$ cat src/rtl/c3aibadapt_txeq_pkg.sv
// Shared encodings for the TX-equalisation coefficient path: controller states,
// direction-feedback codes and the bit offsets of each field in the feedback word.
package c3aibadapt_txeq_pkg;

   typedef enum logic [2:0] {
      ST_IDLE  = 3'd0,
      ST_WAIT  = 3'd1,
      ST_APPLY = 3'd2,
      ST_CHECK = 3'd3,
      ST_DONE  = 3'd4
   } txeq_state_e;

   localparam logic [1:0] FB_HOLD    = 2'b00;
   localparam logic [1:0] FB_INC     = 2'b01;
   localparam logic [1:0] FB_DEC     = 2'b10;
   localparam logic [1:0] FB_ILLEGAL = 2'b11;

   localparam int unsigned FB_POST = 0;
   localparam int unsigned FB_MAIN = 2;
   localparam int unsigned FB_PRE  = 4;

endpackage

$ cat src/rtl/c3aibadapt_txeq_coef_chk.sv
// Combinational FS/LF legality check for a (pre, post) coefficient pair; also
// produces the derived main cursor. Shared with the TX-side preset checker.
module c3aibadapt_txeq_coef_chk #(
   parameter int unsigned CW = 6
)(
   input  logic [CW-1:0] i_pre,
   input  logic [CW-1:0] i_post,
   input  logic [CW-1:0] i_fs,
   input  logic [CW-1:0] i_lf,
   output logic [CW-1:0] o_main,
   output logic          o_legal
);

   logic signed [CW+1:0] w_pre;
   logic signed [CW+1:0] w_post;
   logic signed [CW+1:0] w_fs;
   logic signed [CW+1:0] w_lf;
   logic signed [CW+1:0] w_sum;
   logic signed [CW+1:0] w_margin;

   assign w_pre    = {2'b00, i_pre};
   assign w_post   = {2'b00, i_post};
   assign w_fs     = {2'b00, i_fs};
   assign w_lf     = {2'b00, i_lf};
   assign w_sum    = w_pre + w_post;
   // margin may wrap only when sum > FS, which the second term already rejects
   assign w_margin = (w_fs - w_sum) - w_sum;

   assign o_main  = i_fs - i_pre - i_post;
   assign o_legal = (w_pre <= (w_fs >>> 2)) && (w_sum <= w_fs) && (w_margin >= w_lf);

endmodule

$ cat src/rtl/c3aibadapt_txeq_coef_acc.sv
// Far-end TX coefficient accumulator: applies direction feedback to C-1/C+1,
// checks each candidate against FS/LF and commits or rejects it.
module c3aibadapt_txeq_coef_acc
   import c3aibadapt_txeq_pkg::*;
#(
   parameter int unsigned CW = 6,
   parameter int unsigned IW = 4
)(
   input  logic          rx_clock_txeq_clk,
   input  logic          rx_reset_txeq_clk_rst_n,
   input  logic          txeq_phystatus,
   input  logic [5:0]    txeq_dirfeedback,
   input  logic          eq_start,
   input  logic [CW-1:0] r_txeq_fs,
   input  logic [CW-1:0] r_txeq_lf,
   input  logic [CW-1:0] r_txeq_init_pre,
   input  logic [CW-1:0] r_txeq_init_post,
   input  logic [IW-1:0] r_txeq_max_iter,
   output logic [CW-1:0] tx_coef_pre,
   output logic [CW-1:0] tx_coef_post,
   output logic [CW-1:0] tx_coef_main,
   output logic          coef_update,
   output logic          coef_reject,
   output logic          eq_done,
   output logic          eq_converged,
   output logic [7:0]    coef_acc_testbus
);

   txeq_state_e   r_st;
   logic          r_start_d;
   logic [1:0]    r_fb_pre;
   logic [1:0]    r_fb_post;
   logic [CW-1:0] r_cand_pre;
   logic [CW-1:0] r_cand_post;
   logic [CW-1:0] r_pre;
   logic [CW-1:0] r_post;
   logic [CW-1:0] r_main;
   logic [IW-1:0] r_iter;
   logic          r_update;
   logic          r_reject;
   logic          r_done;
   logic          r_conv;
   logic          r_fb_illegal;

   logic [CW-1:0] w_init_main;
   logic [CW-1:0] w_chk_main;
   logic          w_chk_legal;
   logic          w_last_iter;
   logic [1:0]    w_unused_main_fb;

   function automatic logic [CW-1:0] f_step(input logic [CW-1:0] v, input logic [1:0] code);
      f_step = v;
      if (code == FB_INC && v != '1)
         f_step = v + CW'(1);
      else if (code == FB_DEC && v != '0)
         f_step = v - CW'(1);
   endfunction

   assign w_unused_main_fb = txeq_dirfeedback[FB_MAIN +: 2];
   assign w_init_main      = r_txeq_fs - r_txeq_init_pre - r_txeq_init_post;
   assign w_last_iter      = (r_txeq_max_iter != '0) && ((r_iter + IW'(1)) == r_txeq_max_iter);

   c3aibadapt_txeq_coef_chk #(.CW(CW)) u_coef_chk (
      .i_pre   (r_cand_pre),
      .i_post  (r_cand_post),
      .i_fs    (r_txeq_fs),
      .i_lf    (r_txeq_lf),
      .o_main  (w_chk_main),
      .o_legal (w_chk_legal)
   );

   always_ff @(posedge rx_clock_txeq_clk or negedge rx_reset_txeq_clk_rst_n) begin
      if (!rx_reset_txeq_clk_rst_n) begin
         r_st         <= ST_IDLE;
         r_start_d    <= 1'b0;
         r_fb_pre     <= FB_HOLD;
         r_fb_post    <= FB_HOLD;
         r_cand_pre   <= '0;
         r_cand_post  <= '0;
         r_pre        <= '0;
         r_post       <= '0;
         r_main       <= '0;
         r_iter       <= '0;
         r_update     <= 1'b0;
         r_reject     <= 1'b0;
         r_done       <= 1'b0;
         r_conv       <= 1'b0;
         r_fb_illegal <= 1'b0;
      end else begin
         r_start_d <= eq_start;
         r_update  <= 1'b0;
         r_reject  <= 1'b0;
         // dropping eq_start outranks every state action, including a pending CHECK
         if (r_st != ST_IDLE && !eq_start) begin
            r_st <= ST_IDLE;
         end else begin
            case (r_st)
               ST_IDLE: begin
                  if (eq_start && !r_start_d) begin
                     r_pre  <= r_txeq_init_pre;
                     r_post <= r_txeq_init_post;
                     r_main <= w_init_main;
                     r_iter <= '0;
                     r_done <= 1'b0;
                     r_conv <= 1'b0;
                     r_st   <= ST_WAIT;
                  end
               end
               ST_WAIT: begin
                  if (txeq_phystatus) begin
                     r_fb_pre  <= txeq_dirfeedback[FB_PRE +: 2];
                     r_fb_post <= txeq_dirfeedback[FB_POST +: 2];
                     r_st      <= ST_APPLY;
                  end
               end
               ST_APPLY: begin
                  r_cand_pre  <= f_step(r_pre, r_fb_pre);
                  r_cand_post <= f_step(r_post, r_fb_post);
                  if (r_fb_pre == FB_ILLEGAL || r_fb_post == FB_ILLEGAL)
                     r_fb_illegal <= 1'b1;
                  if (r_fb_pre == FB_HOLD && r_fb_post == FB_HOLD) begin
                     r_conv <= 1'b1;
                     r_done <= 1'b1;
                     r_st   <= ST_DONE;
                  end else begin
                     r_st <= ST_CHECK;
                  end
               end
               ST_CHECK: begin
                  r_update <= 1'b1;
                  r_reject <= !w_chk_legal;
                  if (w_chk_legal) begin
                     r_pre  <= r_cand_pre;
                     r_post <= r_cand_post;
                     r_main <= w_chk_main;
                  end
                  if (r_iter != '1)
                     r_iter <= r_iter + IW'(1);
                  if (w_last_iter) begin
                     r_done <= 1'b1;
                     r_st   <= ST_DONE;
                  end else begin
                     r_st <= ST_WAIT;
                  end
               end
               ST_DONE: ;
               default: r_st <= ST_IDLE;
            endcase
         end
      end
   end

   assign tx_coef_pre      = r_pre;
   assign tx_coef_post     = r_post;
   assign tx_coef_main     = r_main;
   assign coef_update      = r_update;
   assign coef_reject      = r_reject;
   assign eq_done          = r_done;
   assign eq_converged     = r_conv;
   assign coef_acc_testbus = {r_iter, r_fb_illegal, r_st};

endmodule

$ cat config.mk
export PLATFORM = sky130hd
export DESIGN_NAME = c3aibadapt_txeq_coef_acc
export DESIGN_NICKNAME = d
export VERILOG_FILES = /design/src/rtl/c3aibadapt_txeq_pkg.sv /design/src/rtl/c3aibadapt_txeq_coef_chk.sv /design/src/rtl/c3aibadapt_txeq_coef_acc.sv
export SDC_FILE = /design/constraint.sdc
export NUM_CORES = 1
export LEC_CHECK = 0
export CAP_MARGIN = 10
export CORE_MARGIN = 10
export CORE_UTILIZATION = 61
export CTS_BUF_LIST = sky130_fd_sc_hd__clkbuf_2
export CTS_CLUSTER_DIAMETER = 50
export DETAILED_ROUTE_END_ITERATION = 12
export PLACE_DENSITY_LB_ADDON = 0.25
export SLEW_MARGIN = 20
export SYNTH_ARGS = -nofsm -noshare
export SYNTH_HDL_FRONTEND = slang
export SYNTH_SLANG_ARGS = --single-unit
$ cat constraint.sdc
create_clock -name rx_clock_txeq_clk -period 11.2 [get_ports rx_clock_txeq_clk]
set_input_delay 1.68 -clock rx_clock_txeq_clk [delete_from_list [all_inputs] [get_ports rx_clock_txeq_clk]]
set_output_delay 1.68 -clock rx_clock_txeq_clk [all_outputs]
set_load 0.1 [all_outputs]
==> metrics <==
status=finished clean; Top-Level Pins=68; Rows=30; most common cell after layout, fill and taps aside=clkdlybuf4s50_1; R2R Path Start=r_cand_post[0]; later-pin clock latency in the skew report=0.46 ns; DRT Pass-1 Iters=4; clk_skew=0.0272 ns; critical path required time=approximately 12 ns; number of library cell types mapped by synthesis=54; postcts setup bufs=0; clock transition at the registers of the reported paths=0.28 ns; hpwl dp=8.36 mm; area taken by multi-input logic gates=2790 um^2; R2R cell count=16; Iter 0 DRT Violations=174; Post-synth top flop=dfrtp_1; synthesis-stage register bit count=47; syn_area_per_cell=9.15 um^2; Setup crit end kind=flip-flop; Setup crit start=r_txeq_fs[0]; synth warn=0; first-pass GRT wire length=17.6 mm; Setup Crit Path Kind=in2reg; Inst Count DP=616; Final Hold Viols=0; Starting Density=about 63%; Max-cap violations=0; aggregate negative setup slack=0 ns; max-slew violation count=0; wire per inst=roughly 17 um; drt drc=0; worst-case clock buffer depth=2; initial antenna violation count=0; diode count=0; routed via count=3576; P&R area growth vs syn=17.0%; CTS tree=built; Worst Path Max Fanout=18; H-tree depth=2; PostCTS Resize Cnt=0; Die X=around 100 um; CP Capture Point=tx_coef_pre[4]; Netlist Area Pre-Place=4290 um^2; fraction of layout cells with a size suffix above 1=7.58%; syn_nets=572; Hold Path Origin=r_fb_illegal; ys async rst share=between 90% and 100%; fillers=approximately 560; RSZ-0062 raised after global routing=no; worst r2r dst=tx_coef_pre[4]; hold slack=approximately 0.53 ns; area post-placement=4970 um^2; Peak Freq=194 MHz; GPL Wtd Cong=between 0.9 and 1; clock sinks=47; Slew HR=roughly 30%; largest net degree at the start of global routing=48; Hold Path Class=reg2reg; post-synthesis sequential area ratio=between 20% and 30%; Final Net Count=630; crit path launch type=primary input; most frequent cells in the layout=64 x clkdlybuf4s50_1, 61 x inv_1, 54 x ha_1, 47 x dfrtp_1, 37 x nand2_1; Worst-Margin Slew=1.05 ns; chip height=104 um; number of CTS-inserted buffers=5; GRT overflow=0; Final ANT Viol Nets=0; Crit path arrival time=5.51 ns; Routed WL=between 10 and 15 mm; Final Critical Period=5.15 ns; vias in the first global route=3670; # hold bufs at CTS=0; root buf cell=clkbuf_2; Setup violations, final=0; Mapped Cells=469; vias per inst=approximately 5.7; PortBufs=65; GRT Total Usage=19.1%; FF/Latch Area=approximately 1200 um^2; Core Box Area=6830 um^2; Period Utilization, post-route=45.9%; Non-Filler Instances=624; final instance area=5020 um^2; worst reg2reg setup slack=6.62 ns; die area=10800 um^2; EDFF count, synth=0
## final cells by class
type                       instances  share of cell area (%)
clock buffer                       5                   0.498
multi-input combinational        346                    55.5
timing repair buffer              66                    13.1
inverter                          61                    4.56
sequential                        47                    23.4
tap                               96                    2.39
clock inverter                     3                   0.548
## critical path, cell delays in order
cell,delay (ns)
clkdlybuf4s50_1,0.61
inv_1,0.13
ha_1,0.21
nor2_1,0.20
ha_1,0.23
nor2b_1,0.08
o31a_1,0.25
a21oi_1,0.13
ha_1,0.26
a21o_1,0.18
a211oi_1,0.21
o221a_2,0.22
nor2_2,0.06
a21oi_4,0.63
mux2_2,0.41
## worst min path at each step
stage / to / depth (start not counted)
floorplan: r_fb_illegal / 1
global placement: r_fb_illegal / 1
detailed placement: r_fb_illegal / 1
CTS: r_fb_illegal / 1
global route: r_fb_illegal / 1
finish: r_fb_illegal / 1
## Yosys cell counts (4+ instances only)
cell type  instances  share of area, %
a21oi_1           18               2.1
a21o_1             6               1.0
xnor2_1           27               5.5
buf_2              6              0.70
o21ai_0           35               4.1
clkbuf_1           4              0.35
nor3_1             5              0.58
nand3_1            7              0.82
inv_1             61               5.3
nor2_1            27               2.4
nor2b_1            5              0.73
ha_1              54                16
xor2_1             7               1.4
a31oi_1           10               1.5
mux2_2            13               3.4
dfrtp_1           47                27
o22ai_1            4              0.58
nand2b_1           5              0.73
a211oi_1           7               1.2
fa_1              11               5.1
nand4_1            6              0.87
mux2i_1           18               4.2
o21a_1             5              0.87
nand2_1           37               3.2
## cell families (layout without fill, tap and decap cells)
family | count (synthesis) | in the layout | synth area share, %
flops | 47 | 47 | 27.4
mux | 34 | 34 | 8.66
xor+xnor | 34 | 34 | 6.94
compound gates | 103 | 103 | 15.6
buf+inv | 76 | 135 | 7.64
simple gates | 110 | 110 | 12.9
fa+ha+maj | 65 | 65 | 20.9
## sequential cells by signal, summed over array words and instances (netlist names)
name          count
r_start_d         1
tx_coef_main      6
coef_update       1
r_st              3
r_fb_post         2
r_fb_illegal      1
tx_coef_post      6
eq_done           1
coef_reject       1
tx_coef_pre       6
r_iter            4
r_cand_post       6
r_cand_pre        6
r_fb_pre          2
eq_converged      1
## routing by layer
layer  GRT usage (%)  up-vias  part of all wire (%)
li1                -     1728                     -
met3            4.71       15                   6.6
met5               0        -                     0
met1            23.5     1699                    43
met2            31.9      134                    48
met4            6.46        0                   1.6
## through the flow
stage	utilization, %	worst slack [ns]
floorplan	-	6.78
global placement	72.7	5.64
detailed placement	72.7	5.56
CTS	73.5	6.06
global route	73.5	5.92
finish	73.5	6.05
Power is left out: the tool's default activity adds up to more than one toggle a clock period on the data nets, which glitch-free logic cannot reach.
